[config.mk]
export PLATFORM = sky130hd
export DESIGN_NAME = wb_burst_reader_flat
export DESIGN_NICKNAME = d
export VERILOG_FILES = /design/src/rtl/wb_burst_reader_if.sv /design/src/rtl/wb_burst_reader.sv /design/src/flat_wrapper.sv
export SDC_FILE = /design/constraint.sdc
export NUM_CORES = 2
export LEC_CHECK = 0
export BUFFER_PORTS_ARGS = -buffer_cell sky130_fd_sc_hd__buf_2
export CORE_MARGIN = 2
export CORE_UTILIZATION = 40
export CTS_BUF_LIST = sky130_fd_sc_hd__clkbuf_16
export CTS_CLUSTER_DIAMETER = 50
export DETAILED_ROUTE_END_ITERATION = 6
export PLACE_DENSITY = 0.66
export SYNTH_ARGS = -nofsm -noshare
export SYNTH_HDL_FRONTEND = slang
export SYNTH_SLANG_ARGS = --single-unit
[constraint.sdc]
create_clock -name clk -period 6.41 [get_ports clk]
set_clock_uncertainty 0.15 [all_clocks]
set_input_delay 1.282 -clock clk [delete_from_list [all_inputs] [get_ports clk]]
set_output_delay 1.282 -clock clk [all_outputs]
set_load 0.03 [all_outputs]
[src/rtl/wb_burst_reader_if.sv]
// Wishbone B4 pipelined-less bus bundle shared by master and slave.
// Signals: cyc stb we sel adr cti bte (master) ack err rty dat_sm (slave).
interface wshb_if;
  logic        cyc;
  logic        stb;
  logic        we;
  logic [3:0]  sel;
  logic [31:0] adr;
  logic [2:0]  cti;
  logic [1:0]  bte;
  logic        ack;
  logic        err;
  logic        rty;
  logic [31:0] dat_sm;

  modport master (
    output cyc, stb, we, sel, adr, cti, bte,
    input  ack, err, rty, dat_sm
  );

  modport slave (
    input  cyc, stb, we, sel, adr, cti, bte,
    output ack, err, rty, dat_sm
  );
endinterface

[src/rtl/wb_burst_reader.sv]
// Wishbone burst reader: streams NWORDS words from BASE_ADR into a FWFT FIFO.
// Ports: clk, rst (async high), start, continuous, busy, done, error,
//   wb_m (Wishbone master), rd_en, rd_data, empty, level (FIFO side).
module wb_burst_reader #(
  parameter logic [31:0] BASE_ADR   = 32'h0000_0000,
  parameter int          NWORDS     = 2048,
  parameter int          BURST_LEN  = 16,
  parameter int          FIFO_DEPTH = 64
) (
  input  logic                          clk,
  input  logic                          rst,
  input  logic                          start,
  input  logic                          continuous,
  output logic                          busy,
  output logic                          done,
  output logic                          error,
  wshb_if.master                        wb_m,
  input  logic                          rd_en,
  output logic [31:0]                   rd_data,
  output logic                          empty,
  output logic [$clog2(FIFO_DEPTH):0]   level
);
  localparam int AW = $clog2(FIFO_DEPTH);
  localparam int LW = AW + 1;
  localparam int WW = $clog2(NWORDS + 1);
  localparam int BW = $clog2(BURST_LEN);
  localparam logic [LW-1:0] LMAX = LW'(FIFO_DEPTH - BURST_LEN);
  localparam logic [2:0] INCR = 3'b010;
  localparam logic [2:0] EOB  = 3'b111;

  typedef enum logic [1:0] {
    IDLE, WAIT_SPACE, BURST, GAP
  } state_t;

  state_t        state;
  logic [WW-1:0] wcnt;
  logic [WW-1:0] wnext;
  logic [BW-1:0] beat;
  logic [31:0]   adr;
  logic [2:0]    cti;
  logic          cyc;
  logic          last_beat;
  logic          space_ok;

  logic [31:0]   mem [FIFO_DEPTH];
  logic [AW-1:0] wp;
  logic [AW-1:0] rp;
  logic          push;
  logic          pop;
  logic          full;

  assign wb_m.cyc = cyc;
  assign wb_m.stb = cyc;
  assign wb_m.we  = 1'b0;
  assign wb_m.sel = 4'hF;
  assign wb_m.bte = 2'b00;
  assign wb_m.adr = adr;
  assign wb_m.cti = cti;

  assign busy      = state != IDLE;
  assign wnext     = wcnt + 1'b1;
  assign last_beat = beat == BW'(BURST_LEN - 1);
  assign space_ok  = level <= LMAX;

  // err/rty beats carry no valid data and are never stored
  assign push = (state == BURST) && wb_m.ack
              && !wb_m.err && !wb_m.rty;

  always_ff @(posedge clk or posedge rst) begin
    if (rst) begin
      state <= IDLE;
      cyc   <= 1'b0;
      cti   <= 3'b000;
      adr   <= BASE_ADR;
      done  <= 1'b0;
      error <= 1'b0;
      wcnt  <= '0;
      beat  <= '0;
    end else begin
      done <= 1'b0;
      unique case (state)
        IDLE: begin
          if (start) begin
            state <= WAIT_SPACE;
            wcnt  <= '0;
            beat  <= '0;
            error <= 1'b0;
          end
        end
        WAIT_SPACE: begin
          // resumes mid-burst after a retry: beat is preserved
          if (space_ok) begin
            state <= BURST;
            cyc   <= 1'b1;
            adr   <= BASE_ADR + (32'(wcnt) << 2);
            cti   <= last_beat ? EOB : INCR;
          end
        end
        BURST: begin
          if (wb_m.err) begin
            error <= 1'b1;
            cyc   <= 1'b0;
            state <= IDLE;
          end else if (wb_m.rty) begin
            cyc   <= 1'b0;
            state <= GAP;
          end else if (wb_m.ack) begin
            wcnt <= wnext;
            if (last_beat) begin
              beat  <= '0;
              cyc   <= 1'b0;
              state <= GAP;
              // shows during the GAP cycle
              done  <= wnext == WW'(NWORDS);
            end else begin
              beat <= beat + 1'b1;
              adr  <= adr + 32'd4;
              cti  <= (beat == BW'(BURST_LEN - 2))
                      ? EOB : INCR;
            end
          end
        end
        GAP: begin
          if (wcnt == WW'(NWORDS)) begin
            wcnt  <= '0;
            state <= continuous ? WAIT_SPACE : IDLE;
          end else begin
            state <= WAIT_SPACE;
          end
        end
        default: state <= IDLE;
      endcase
    end
  end

  assign full    = level == LW'(FIFO_DEPTH);
  assign empty   = level == '0;
  assign pop     = rd_en && !empty;
  assign rd_data = mem[rp];

  always_ff @(posedge clk) begin
    if (push) mem[wp] <= wb_m.dat_sm;
  end

  always_ff @(posedge clk or posedge rst) begin
    if (rst) begin
      wp    <= '0;
      rp    <= '0;
      level <= '0;
    end else begin
      if (push) wp <= wp + 1'b1;
      if (pop)  rp <= rp + 1'b1;
      if (push && !pop)      level <= level + 1'b1;
      else if (pop && !push) level <= level - 1'b1;
    end
  end

`ifndef SYNTHESIS
  always_ff @(posedge clk) begin
    if (!rst) assert (!(push && full));
  end
`endif

endmodule
[src/flat_wrapper.sv]
// flat-port wrapper written by rule: the top's interface ports become plain ports
module wb_burst_reader_flat 
#(
  parameter logic [31:0] BASE_ADR   = 32'h0000_0000,
  parameter int          NWORDS     = 2048,
  parameter int          BURST_LEN  = 16,
  parameter int          FIFO_DEPTH = 64
)
  (clk, rst, start, continuous, busy, done, error, rd_en, rd_data, empty, level, wb_m_cyc, wb_m_stb, wb_m_we, wb_m_sel, wb_m_adr, wb_m_cti, wb_m_bte, wb_m_ack, wb_m_err, wb_m_rty, wb_m_dat_sm);
  wshb_if wb_m_i ();
  input  logic clk;
  input  logic rst;
  input  logic start;
  input  logic continuous;
  output logic busy;
  output logic done;
  output logic error;
  input  logic rd_en;
  output logic [31:0] rd_data;
  output logic empty;
  output logic [$clog2(FIFO_DEPTH):0] level;
  output wire logic [$bits(wb_m_i.cyc)-1:0] wb_m_cyc;
  output wire logic [$bits(wb_m_i.stb)-1:0] wb_m_stb;
  output wire logic [$bits(wb_m_i.we)-1:0] wb_m_we;
  output wire logic [$bits(wb_m_i.sel)-1:0] wb_m_sel;
  output wire logic [$bits(wb_m_i.adr)-1:0] wb_m_adr;
  output wire logic [$bits(wb_m_i.cti)-1:0] wb_m_cti;
  output wire logic [$bits(wb_m_i.bte)-1:0] wb_m_bte;
  input wire logic [$bits(wb_m_i.ack)-1:0] wb_m_ack;
  input wire logic [$bits(wb_m_i.err)-1:0] wb_m_err;
  input wire logic [$bits(wb_m_i.rty)-1:0] wb_m_rty;
  input wire logic [$bits(wb_m_i.dat_sm)-1:0] wb_m_dat_sm;
  assign wb_m_cyc = wb_m_i.cyc;
  assign wb_m_stb = wb_m_i.stb;
  assign wb_m_we = wb_m_i.we;
  assign wb_m_sel = wb_m_i.sel;
  assign wb_m_adr = wb_m_i.adr;
  assign wb_m_cti = wb_m_i.cti;
  assign wb_m_bte = wb_m_i.bte;
  assign wb_m_i.ack = wb_m_ack;
  assign wb_m_i.err = wb_m_err;
  assign wb_m_i.rty = wb_m_rty;
  assign wb_m_i.dat_sm = wb_m_dat_sm;
  wb_burst_reader #(.BASE_ADR(BASE_ADR), .NWORDS(NWORDS), .BURST_LEN(BURST_LEN), .FIFO_DEPTH(FIFO_DEPTH)) u_core (.clk(clk), .rst(rst), .start(start), .continuous(continuous), .busy(busy), .done(done), .error(error), .wb_m(wb_m_i), .rd_en(rd_en), .rd_data(rd_data), .empty(empty), .level(level));
endmodule
* Word level (Yosys, flattened, before mapping)
Memory sizes are Yosys's and may differ from the RTL's.
Index checks and enable logic that the tools add are counted.
** Word-level totals
- Register bits :: 75
- Bits in writable memories :: 2048
- Input port bits :: 40
- Logic and storage cells :: 114
- Memories :: 1
** Operators by class
- Magnitude comparators :: 1
- Add/sub/neg operators :: 7
- Equality and inequality tests :: 17
- Reduce and logical (&&, ||, !) cells :: 24
- Muxes and demuxes :: 53
** Memories
- u_core.mem :: depth 64, bits a word 32, read ports 1, clocked after memory_dff 0, write ports 1, line wb_burst_reader.sv:45 : logic [31:0] mem [FIFO_DEPTH];
** Operators with widths (number)
- 2-to-1 mux 32 bit :: 5
- case mux 32 bit (2 select lines) :: 1
- 2-to-1 mux 12 bit :: 5
- case mux 12 bit (3 select lines) :: 1
- adder 32 x 3 -> 32 bit, second input constant :: 1
- equality test 12 bit, second input constant :: 2
- 2-to-1 mux 3 bit :: 7
- 2-to-1 mux 4 bit :: 5
- 2-to-1 mux 1 bit :: 15
- 2-to-1 mux 2 bit :: 7
- 2-to-1 mux 7 bit :: 2
- adder 12 x 1 -> 12 bit, second input constant :: 1
- adder 6 x 1 -> 6 bit, second input constant :: 2
- != test 2 bit, second input constant :: 6
- AND reduction 6 bit :: 2
- equality test 4 bit, second input constant :: 2
- case mux 2 bit (4 select lines) :: 1
- case mux 4 bit (2 select lines) :: 1
- AND reduction 4 bit :: 2
- nonzero test 2 bit :: 4
- adder 7 x 1 -> 7 bit, second input constant :: 1
- less-or-equal comparator 7 x 6 -> 1 bit, second input constant :: 1
- logical NOT 7 bit :: 1
- subtractor 7 x 1 -> 7 bit, second input constant :: 1
- 14 further kinds :: 26

* Depth between registers and ports, before layout
- Depth in word-level cells :: 8
- Gate-level depth with buffers :: 14
- Mapped depth without buffers :: 12

* Least setup slack after synthesis
No wires, ideal clock.
- Path type :: input to register
- From :: in wb_m_err
- To :: mem u_core.mem[43][0], enable pin
- Buffers on the path :: 1
- Cell stages on the path :: 6
- Library setup time :: 0.421 ns
- Data required time :: 5.839 ns
- Setup slack :: 2.208 ns
- Data arrival time :: 3.630 ns
- Path through :: nor3b_1 -> nand2_1 -> clkbuf_1 -> nor2_1 -> nand3_1 -> nor2_1
** Between the ends
- Word-level cells in the longest chain between the ends :: 5
** Ends and longest elaborated chain
- start: declaration :: line flat_wrapper.sv:30 : input wire logic [$bits(wb_m_i.err)-1:0] wb_m_err;
- logical NOT 1 bit :: line wb_burst_reader.sv:67 : && !wb_m.err && !wb_m.rty;
- logical AND 1 bit (2 in a row) :: line wb_burst_reader.sv:67
- 2-to-1 mux 1 bit :: line wb_burst_reader.sv:142 : if (push) mem[wp] <= wb_m.dat_sm;
- 2-to-1 mux 1 bit (implied by the code) :: line wb_burst_reader.sv:142
- end: declaration :: line wb_burst_reader.sv:45
Every way passes these cells.

* Worst setup path after layout
- From :: reg u_core.rp[1]
- To :: out rd_data[9]
** Between the ends
- Word-level cells in the longest chain between the ends :: 1
** Ends and longest elaborated chain
- start: declaration :: line wb_burst_reader.sv:47 : logic [AW-1:0] rp;
- start signal: assignment :: line wb_burst_reader.sv:152 : if (pop) rp <= rp + 1'b1;
- memory read (64 x 32 bit)
- end: declaration :: line flat_wrapper.sv:19 : output logic [31:0] rd_data;
Every way passes these cells.

==> summary.md <==
| Metric | Value |
|---|---|
| Status | `complete, no violations` |
| Critical R2R Capture | `u_core.mem[41][23]` |
| # IOs | `127` |
| DRC viols | `0` |
| Layout cells sized above 1 | `27.47%` |
| Dpl hpwl | `126900 µm` |
| # rows | `166` |
| Routed len/inst | `around 31 µm` |
| Clock H-tree levels | `4` |
| # hold bufs at CTS | `0` |
| Peak supply drop | `390.5 µV` |
| Die ar. | `209700 µm²` |
| GRT overflow | `0` |
| Slew HR | `10.66%` |
| Type of origin of the critical path | `flip-flop` |
| RR Startpoint | `u_core.state[1]` |
| Period minus WS final | `between 6 and 7 ns` |
| PwrDens | `418.5 nW/µm²` |
| CTS tree | `built` |
| Max stage delay on crit path | `0.91 ns` |
| WS Path Type | `flip-flop to output port` |
| Setup WS pre-CTS | `0.9511 ns` |
| Die W | `457.9 µm` |
| Worst Tran Pin Value | `1.340 ns` |
| Clk pin slew, worst setup/hold paths | `0.06 ns` |
| P_leak | `~30 nW` |
| Num CTS Buffers | `201` |
| Unrepaired setup endpoints after global routing | `false` |
| Latest clock arrival within the worst-skew pair | `0.86 ns` |
| Clk root buf | `clkbuf_16` |
| Worst setup margin | `0.2358 ns` |
| Clock sink count | `about 2.1k` |
| Maximum clock frequency | `approximately 160 MHz` |
| Starting Density | `40.24%` |
| First-pass GRT wire length | `~310000 µm` |
| Reg-to-reg slack, setup | `roughly 2.1 ns` |
| IO buf count | `117` |
| Seq/Total Area, Yosys | `76.82%` |
| CP Max Fanout | `71` |
| CP endpoint kind | `output port` |
| Vias in the first global route | `about 42k` |
| Pin count of the biggest net entering global routing | `83` |
| FF-to-FF path depth | `6` |
| Post-synth EDFFs | `2048` |
| Initial antenna violation count | `15` |
| Die height | `between 400 and 500 µm` |
| Slowest-stage cell, CP | `dfrtp_4` |
| DR pass1 iterations | `5` |
| Critical path arrival | `4.74 ns` |
| NumNets Final | `4160` |
| Drt total wl | `217600 µm` |
| Uppermost layer routed | `met5` |
| DR WL met3 | `19350 µm` |
| Count of final setup violators | `0` |
| Post-Syn Area | `roughly 82000 µm²` |
| FF+latch count, synth | `2120` |
| Max-cap check violation count | `0` |
| M1 WL | `84690 µm` |
| Syn Area/Cell | `21.42 µm²` |
| Core Area | `204800 µm²` |
| Met2 wire length | `105900 µm` |
| Fin. Hold Viols | `0` |
| Ys Warns | `0` |
| Critical Path, Cell by Cell | `buf_12 > mux4_2 > a221oi_1 > o21ai_0 > nor3_1 > a21oi_1 > buf_2` |
| Unique masters post-synth | `75` |
| Vias | `41.61k` |
| Non-filler instance count after layout | `6977` |
| GP Congestion | `0.8171` |
| Final Max Slew Viols | `0` |
| Placed insts | `6590` |
| Total GRT Usage | `between 20% and 30%` |
| Period utilisation layout | `a little over nine tenths` |
| Setup_tns | `0 ns` |
| Clk buf depth | `3` |
| Worst path required time | `4.98 ns` |
| Hold crit path type | `input pin to async pin` |
| Post-synthesis cell count | `between 3k and 4k` |
| Post-DRT Antenna Nets | `0` |
| Synth-to-Final Area Change | `13.99%` |
| Top FF cell, synth | `edfxtp_1` |
| Fraction of registers with async set/reset | `3.396%` |
| Via density | `between 5 and 6` |
| Starting DRC count in detailed routing | `5078` |
==> per-stage QoR <==
stage | power (W) | utilization [%] | area [µm²] | hold slack, ns
after detailed placement | 0.02775 | 42.61 | 87260 | 0.3143
after floorplan | 0.02346 | - | 82430 | 0.3158
final | 0.03931 | 45.87 | 93930 | 0.2499
after global placement | 0.02770 | 42.61 | 87260 | 0.2997
after global routing | 0.04056 | 45.86 | 93920 | 0.2470
after CTS | 0.03952 | 45.86 | 93910 | 0.1862
==> Yosys cell counts, types with 5 or more instances <==
| master | instances | area, µm² |
|---|---|---|
| nor2b_1 | 13 | 81.33 |
| o211ai_1 | 12 | 90.09 |
| buf_4 | 44 | 330.3 |
| a21o_1 | 9 | 67.56 |
| buf_1 | 25 | 93.84 |
| nor4_1 | 5 | 31.28 |
| a31oi_1 | 16 | 100.1 |
| a221oi_1 | 25 | 219.0 |
| mux2_2 | 29 | 326.6 |
| nor3_1 | 18 | 90.09 |
| a22oi_1 | 15 | 112.6 |
| o2bb2ai_1 | 5 | 43.79 |
| edfxtp_1 | 2048 | 61500 |
| nand3_1 | 27 | 135.1 |
| nand4_1 | 12 | 75.07 |
| a2111oi_0 | 11 | 96.34 |
| nand2_1 | 104 | 390.4 |
| or3_1 | 9 | 56.30 |
| a211o_1 | 12 | 105.1 |
| and2_1 | 7 | 43.79 |
| buf_6 | 5 | 56.30 |
| ha_1 | 13 | 162.7 |
| nand3b_1 | 5 | 37.54 |
| xor2_1 | 5 | 43.79 |
| a21oi_1 | 74 | 370.4 |
| buf_2 | 58 | 290.3 |
| nor2_1 | 118 | 442.9 |
| xnor2_1 | 23 | 201.4 |
| dfrtp_1 | 72 | 1802 |
| o31ai_1 | 5 | 37.54 |
| o221ai_1 | 50 | 437.9 |
| and3_1 | 8 | 50.05 |
| mux4_2 | 491 | 11060 |
| clkbuf_1 | 97 | 364.1 |
| o22ai_1 | 34 | 212.7 |
| mux2i_1 | 168 | 1682 |
| inv_1 | 20 | 75.07 |
| a221o_1 | 6 | 60.06 |
| and4_1 | 7 | 61.31 |
| nor3b_1 | 5 | 37.54 |
| o21ai_0 | 74 | 370.4 |
==> cell families after synthesis <==
kind of cell / after synthesis / synth area share, %
other cells: 2 / 0.009114
fa+ha+maj: 14 / 0.2217
buf+inv: 251 / 1.477
xor+xnor: 28 / 0.2976
mux: 688 / 15.86
compound gates: 393 / 3.322
flops: 2120 / 76.82
simple gates: 351 / 1.995
==> where the power goes <==
part           leakage [nW]  switching [W]  internal [W]
clock                  3.46        0.00521       0.00663
combinational          7.09        0.00717       0.00468
sequential             19.3       0.000331        0.0153
total                  29.9         0.0127        0.0266
==> cell type report <==
| class | instances | area [µm²] |
|---|---|---|
| well taps | 2688 | 3363 |
| clock inverters | 176 | 1570 |
| repair buffers | 278 | 2107 |
| clock buffers | 202 | 5055 |
| inverters | 22 | 90.09 |
| diodes | 8 | 20.02 |
| fillers | 16870 | 110900 |
| flip-flops and latches | 2120 | 63320 |
| multi-input cells | 1483 | 18400 |
==> what timing repair did <==
item | in CTS | in global routing
setup endpoints to repair | 1 | 0
setup buffers | 1 | 0
resized for setup | 0 | 0
==> layout by cell type (no fill, tap or decap), types with 36 or more instances in the layout <==
master / instances
clkinv_1: 36
nand2_1: 104
buf_2: 117
mux4_2: 491
clkbuf_16: 202
nor2_4: 64
o221ai_1: 50
a21oi_1: 74
inv_1: 77
buf_4: 136
dfrtp_1: 66
o21ai_0: 74
nor2_1: 54
mux2i_1: 168
edfxtp_1: 2048
==> sequential cells by signal, summed over array words and instances (netlist names) <==
signal	cells
u_core.beat	4
u_core.done	1
u_core.error	1
u_core.level	7
u_core.mem	2048
u_core.rp	6
u_core.state	2
u_core.wb_m.adr	30
u_core.wb_m.cti	2
u_core.wb_m.cyc	1
u_core.wcnt	12
u_core.wp	6
==> metal layers <==
metal,vias to the layer above,track usage (%)
li1,16740,-
met5,-,0
met3,362,4.109
met2,2213,33.31
met4,14,7.576
met1,22290,28.06
==> how the worst max path moves through the flow <==
stage,from,end
2_1_floorplan,wb_m_err,u_core.mem[43][0]
3_3_place_gp,u_core.rp[0],rd_data[9]
3_5_place_dp,u_core.rp[0],rd_data[9]
4_1_cts,u_core.rp[1],rd_data[9]
5_1_grt,u_core.rp[1],rd_data[9]
6_report,u_core.rp[1],rd_data[9]
==> worst max-delay path: cells and delay by family (launching register included) <==
family | cells | cell delay [ns]
AO/OA/AOI/OAI | 3 | 0.99
buffers and inverters | 2 | 0.71
flip-flops | 1 | 0.91
AND/OR/NAND/NOR | 1 | 0.82
multiplexers | 1 | 0.39
No activity file was read; power rests on OpenSTA's default activity.
